**config.mk**
```make
export PLATFORM = sky130hd
export DESIGN_NAME = kamus_lsu
export DESIGN_NICKNAME = d
export VERILOG_FILES = /design/src/rtl/kamus_lsu.sv
export SDC_FILE = /design/constraint.sdc
export NUM_CORES = 1
export LEC_CHECK = 0
export CORE_ASPECT_RATIO = 1.1
export CORE_UTILIZATION = 43
export DETAILED_ROUTE_END_ITERATION = 10
export GPL_ROUTABILITY_DRIVEN = 0
export PLACE_DENSITY_LB_ADDON = 0.05
export SLEW_MARGIN = 0
export SYNTH_ARGS = -nofsm -noshare
export SYNTH_HDL_FRONTEND = slang
export SYNTH_SLANG_ARGS = --single-unit
```
**constraint.sdc**
```tcl
create_clock -name clk_i -period 1.9 [get_ports clk_i]
set_input_delay 0.19 -clock clk_i [delete_from_list [all_inputs] [get_ports clk_i]]
set_output_delay 0.19 -clock clk_i [all_outputs]
set_load 0.01 [all_outputs]
```
**src/rtl/kamus_lsu.sv**
```systemverilog
// Load/store unit: aligns and byte-lanes store data, drives a req/gnt/rvalid
// data-memory port, extends load data and stalls the pipeline while busy.
module kamus_lsu #(
   parameter int XLEN   = 32,
   parameter int ADDR_W = 32
) (
   input  logic              clk_i,
   input  logic              rst_i,
   input  logic              req_valid_i,
   output logic              req_ready_o,
   input  logic              we_i,
   input  logic [1:0]        size_i,
   input  logic              unsigned_i,
   input  logic [ADDR_W-1:0] addr_i,
   input  logic [XLEN-1:0]   wdata_i,
   output logic              resp_valid_o,
   output logic [XLEN-1:0]   rdata_o,
   output logic              misaligned_o,
   output logic              stall_o,
   output logic              mem_req_o,
   output logic              mem_we_o,
   output logic [ADDR_W-1:0] mem_addr_o,
   output logic [3:0]        mem_be_o,
   output logic [XLEN-1:0]   mem_wdata_o,
   input  logic              mem_gnt_i,
   input  logic              mem_rvalid_i,
   input  logic [XLEN-1:0]   mem_rdata_i
);

   typedef enum logic [2:0] {IDLE, REQ, WAIT, RESP, ERR} state_e;

   state_e            state_q, state_d;
   logic              we_q;
   logic [1:0]        size_q;
   logic              uns_q;
   logic [ADDR_W-1:0] addr_q;
   logic [XLEN-1:0]   wdata_q;
   logic [XLEN-1:0]   rdata_q;
   logic [3:0]        be_q;

   logic              accept;
   logic              misaligned;
   logic [3:0]        be_d;
   logic [XLEN-1:0]   wrep_d;
   logic [XLEN-1:0]   ext_d;
   logic [7:0]        byte_lane;
   logic [15:0]       half_lane;

   assign accept = req_valid_i && (state_q == IDLE);

   // Request-side decode: alignment check, byte enables, lane replication.
   always_comb begin
      misaligned = 1'b0;
      be_d       = 4'b1111;
      wrep_d     = wdata_i;
      unique case (size_i)
         2'b00: begin
            be_d   = 4'b0001 << addr_i[1:0];
            wrep_d = {4{wdata_i[7:0]}};
         end
         2'b01: begin
            misaligned = addr_i[0];
            be_d       = addr_i[1] ? 4'b1100 : 4'b0011;
            wrep_d     = {2{wdata_i[15:0]}};
         end
         2'b10:   misaligned = |addr_i[1:0];
         default: misaligned = 1'b1;
      endcase
   end

   // Response-side lane select and sign/zero extension from the latched access.
   always_comb begin
      unique case (addr_q[1:0])
         2'b00:   byte_lane = mem_rdata_i[7:0];
         2'b01:   byte_lane = mem_rdata_i[15:8];
         2'b10:   byte_lane = mem_rdata_i[23:16];
         default: byte_lane = mem_rdata_i[31:24];
      endcase
      half_lane = addr_q[1] ? mem_rdata_i[31:16] : mem_rdata_i[15:0];
      unique case (size_q)
         2'b00:   ext_d = {{(XLEN-8){byte_lane[7] & ~uns_q}}, byte_lane};
         2'b01:   ext_d = {{(XLEN-16){half_lane[15] & ~uns_q}}, half_lane};
         default: ext_d = mem_rdata_i;
      endcase
   end

   always_comb begin
      // NOTE: default first so every path assigns state_d and no latch is inferred.
      state_d = state_q;
      unique case (state_q)
         IDLE:    if (accept) state_d = misaligned ? ERR : REQ;
         REQ:     if (mem_gnt_i) state_d = we_q ? RESP : WAIT;
         WAIT:    if (mem_rvalid_i) state_d = RESP;
         RESP:    state_d = IDLE;
         ERR:     state_d = IDLE;
         default: state_d = IDLE;
      endcase
   end

   always_ff @(posedge clk_i) begin
      // NOTE: non-blocking assignments throughout; reset is synchronous, so
      // it is just the highest-priority branch of the clocked process.
      if (rst_i) begin
         state_q <= IDLE;
         we_q    <= 1'b0;
         size_q  <= 2'b00;
         uns_q   <= 1'b0;
         addr_q  <= '0;
         wdata_q <= '0;
         rdata_q <= '0;
         be_q    <= 4'b0000;
      end else begin
         state_q <= state_d;
         if (accept) begin
            we_q    <= we_i;
            size_q  <= size_i;
            uns_q   <= unsigned_i;
            addr_q  <= addr_i;
            wdata_q <= wrep_d;
            be_q    <= be_d;
            rdata_q <= '0;
         end
         if (state_q == WAIT && mem_rvalid_i) rdata_q <= ext_d;
      end
   end

   assign req_ready_o  = (state_q == IDLE);
   assign stall_o      = (state_q == REQ) || (state_q == WAIT) || accept;
   assign resp_valid_o = (state_q == RESP) || (state_q == ERR);
   assign misaligned_o = (state_q == ERR);
   assign rdata_o      = rdata_q;
   assign mem_req_o    = (state_q == REQ);
   assign mem_we_o     = (state_q == REQ) && we_q;
   assign mem_be_o     = (state_q == REQ) ? be_q : 4'b0000;
   assign mem_addr_o   = {addr_q[ADDR_W-1:2], 2'b00};
   assign mem_wdata_o  = wdata_q;

endmodule

```
==> results.cfg <==
[finish]
nets = 862
n_antenna_cell = 0
final_cells = 909
fillers = 1007
fin_area_mm2 = 0.00738
area_delta_synth_final_pct = 46.8
drive_gt1_frac = 0.0711

[detailed_routing]
met2_length_um = 7070
dr.pass1.iters = 5
drc = 0
wl_um = 14600
wl_met1_um = 5950
maxUsedRoutingLayer = met4
num_vias = 4851
routedWlPerCell_um = 16.0
drtIter0Drc = 155
vias_per_cell = 5.34
antenna_left = 0
met3_length_um = 1220

[worst_setup_path]
worstSetupPathType = reg -> out
cp-start-kind = flop
critPathCaptureType = output pin
cp.arrival_ns = 1.62
required_ns = 1.71
cp_max_fo = 8

[min_path]
hold_path.class = in -> reg

[sta]
hold_viol_final = 0
rsz0062_at_grt = no
maxSlewHeadroom = 0.499
finalSetupViolations = 0
worst_pin_slew_ns = 0.746
drv_slew = 0
fmax_mhz = 553
finalCriticalPeriod_ns = 1.81
fin_crit_sh = 0.953
clock-skew-final_ns = 0.00489
worst_slack_ns = 0.0902

[global_route]
grt_max_degree = 66
grt_pass1_wl_um = 22600
grt_pass1_vias = 4487
track_usage = 0.234
gr-total-overflow = 0
antenna_found_initial = 0

[power_and_ir_drop]
power_density_mw_per_mm2 = 808
leakage_uw = 0.00277
peakVddDrop_mv = 0.458

[die]
num_rows = 41
die_area_mm2 = 0.0121
fp.dieW_um = 105
fp.coreArea_mm2 = 0.0114
die_h_um = 115
initial_utilization = 0.439
ioPinCount = 211

[synthesis]
synth_ff_type = dfxtp_1
ys_ff_latch = 107
synth.distinct_cells = 41
synth_area_leaders = dfxtp_1 (43%), nand2_1 (8.6%), mux2i_1 (7.6%)
synth_edf_count = 0
synth-async-reset-ratio = 0
yosysTopAreaCell = dfxtp_1
yosys_warnings = 0
syn_area_mm2 = 0.00503
yosysSeqAreaShare = 0.426
synth.avg_cell_area_um2 = 8.52
syn_inst = 590
yosysTopAreaCellShare = 0.426

[cts]
cts_sinks = 107
clockBufferDepth = 2
cts_tree = done
htree_num_levels = 3
cts-root-buf = clkbuf_16
clk_pin_slew_ns = 0.07
clkLatencyLatePin_ns = 0.34
cts_buffers = 9

[run]
maxCapViolations = 0

[placed_design]
dp_hpwl_um = 10800
portBuffers = 208
place_inst = 896
dpl_worst_slack_ns = -0.0413
postPlaceCellArea_mm2 = 0.00709

[status]
status = completed
==> Yosys cell counts, drive strengths merged, types with 6 or more instances <==
| cell type | instances |
|---|---|
| o2bb2ai | 15 |
| o211ai | 8 |
| a21oi | 69 |
| a311oi | 10 |
| inv | 13 |
| o21ai | 20 |
| nor3 | 14 |
| mux2i | 39 |
| buf | 53 |
| a221o | 24 |
| nor2 | 27 |
| o22ai | 9 |
| dfxtp | 107 |
| clkbuf | 26 |
| nand2 | 115 |
| a211oi | 10 |
| and2 | 6 |
==> cell type report <==
type,count,area [um^2],area share
clock inverter,3,42.5,0.00577
tap,150,188,0.0254
clock buffer,10,229,0.0310
multi-input combinational,391,2390,0.324
timing repair buffer,234,2330,0.316
inverter,14,52.6,0.00712
sequential,107,2140,0.291
==> stage by stage <==
step           power (uW)  setup TNS [ns]  hold WS (ns)   util
2_1_floorplan        3450               0         0.326      -
3_3_place_gp         4190          -0.306         0.441  0.620
3_5_place_dp         4220          -0.427         0.446  0.620
4_1_cts              6010               0         0.216  0.644
5_1_grt              6250               0         0.237  0.645
6_report             5960               0         0.223  0.645
==> where the power goes <==
part | leakage, uW | total, uW | switching [uW] | internal, uW
logic | 0.00176 | 1620 | 780 | 845
clock network | 0.000130 | 1780 | 785 | 999
registers | 0.000876 | 2550 | 121 | 2430
==> routing by layer <==
metal,vias to the layer above,GRT usage
met1,2262,0.277
met4,0,0.0911
met2,184,0.405
li1,2384,-
met5,-,0
met3,21,0.0663
==> cells by family (layout without fill, tap and decap cells) <==
kind of cell / Yosys count / in the layout / share of synthesized area
muxes: 42 / 42 / 0.0891
other: 1 / 2 / 0.000746
DFF: 107 / 107 / 0.426
buffers and inverters: 93 / 261 / 0.103
and+or+nand+nor: 175 / 175 / 0.152
AOI/OAI and AO/OA: 172 / 172 / 0.229
==> flip-flops by register name (all words and copies together), names as in the netlist <==
signal and count:
rdata_o 32, uns_q 1, size_q 2, state_q 3, mem_wdata_o 32, we_q 1, be_q 4, addr_q 32
==> critical path, stage by stage, from the launching register on <==
cell and delay, ns:
dfxtp_2 0.37, nor3b_1 0.21, buf_4 0.17, clkdlybuf4s50_1 0.53
==> repair_timing <==
item	4_1_cts	5_1_grt
endpoints found under the setup margin	6	3
cloned	0	0
hold buffers	0	0
resized for setup	8	3
buffers inserted	0	0
pin swaps	0	0
==> cells in the final DEF (no fill, tap or decap), drive strengths merged, types with 2 or more instances in the layout <==
cell type | Yosys | routed
a21oi | 69 | 69
o21ai | 20 | 20
dlymetal6s2s | 0 | 2
a221o | 24 | 24
nor3b | 3 | 3
dlygate4sd2 | 0 | 5
a311oi | 10 | 10
a221oi | 2 | 2
conb | 1 | 2
dfxtp | 107 | 107
o22ai | 9 | 9
mux2i | 39 | 39
clkdlybuf4s50 | 0 | 200
buf | 53 | 27
nor3 | 14 | 14
clkbuf | 26 | 10
nand2b | 3 | 3
inv | 13 | 13
nor2b | 3 | 3
mux2 | 2 | 2
o211ai | 8 | 8
clkinv | 1 | 2
a21o | 2 | 2
o2bb2ai | 15 | 15
and2 | 6 | 6
a211oi | 10 | 10
nand2 | 115 | 115
nor2 | 27 | 27
==> worst paths after layout <==
kind | start | depth (start not counted) | slack, ns | to
max | state_q[2] | 3 | 0.09 | mem_req_o
min | rst_i | 3 | 0.22 | state_q[1]
max reg2reg | addr_q[1] | 5 | 0.21 | rdata_o[3]
min reg2reg | addr_q[19] | 2 | 0.45 | addr_q[19]
Note: power is estimated with default switching activity, not from simulation.
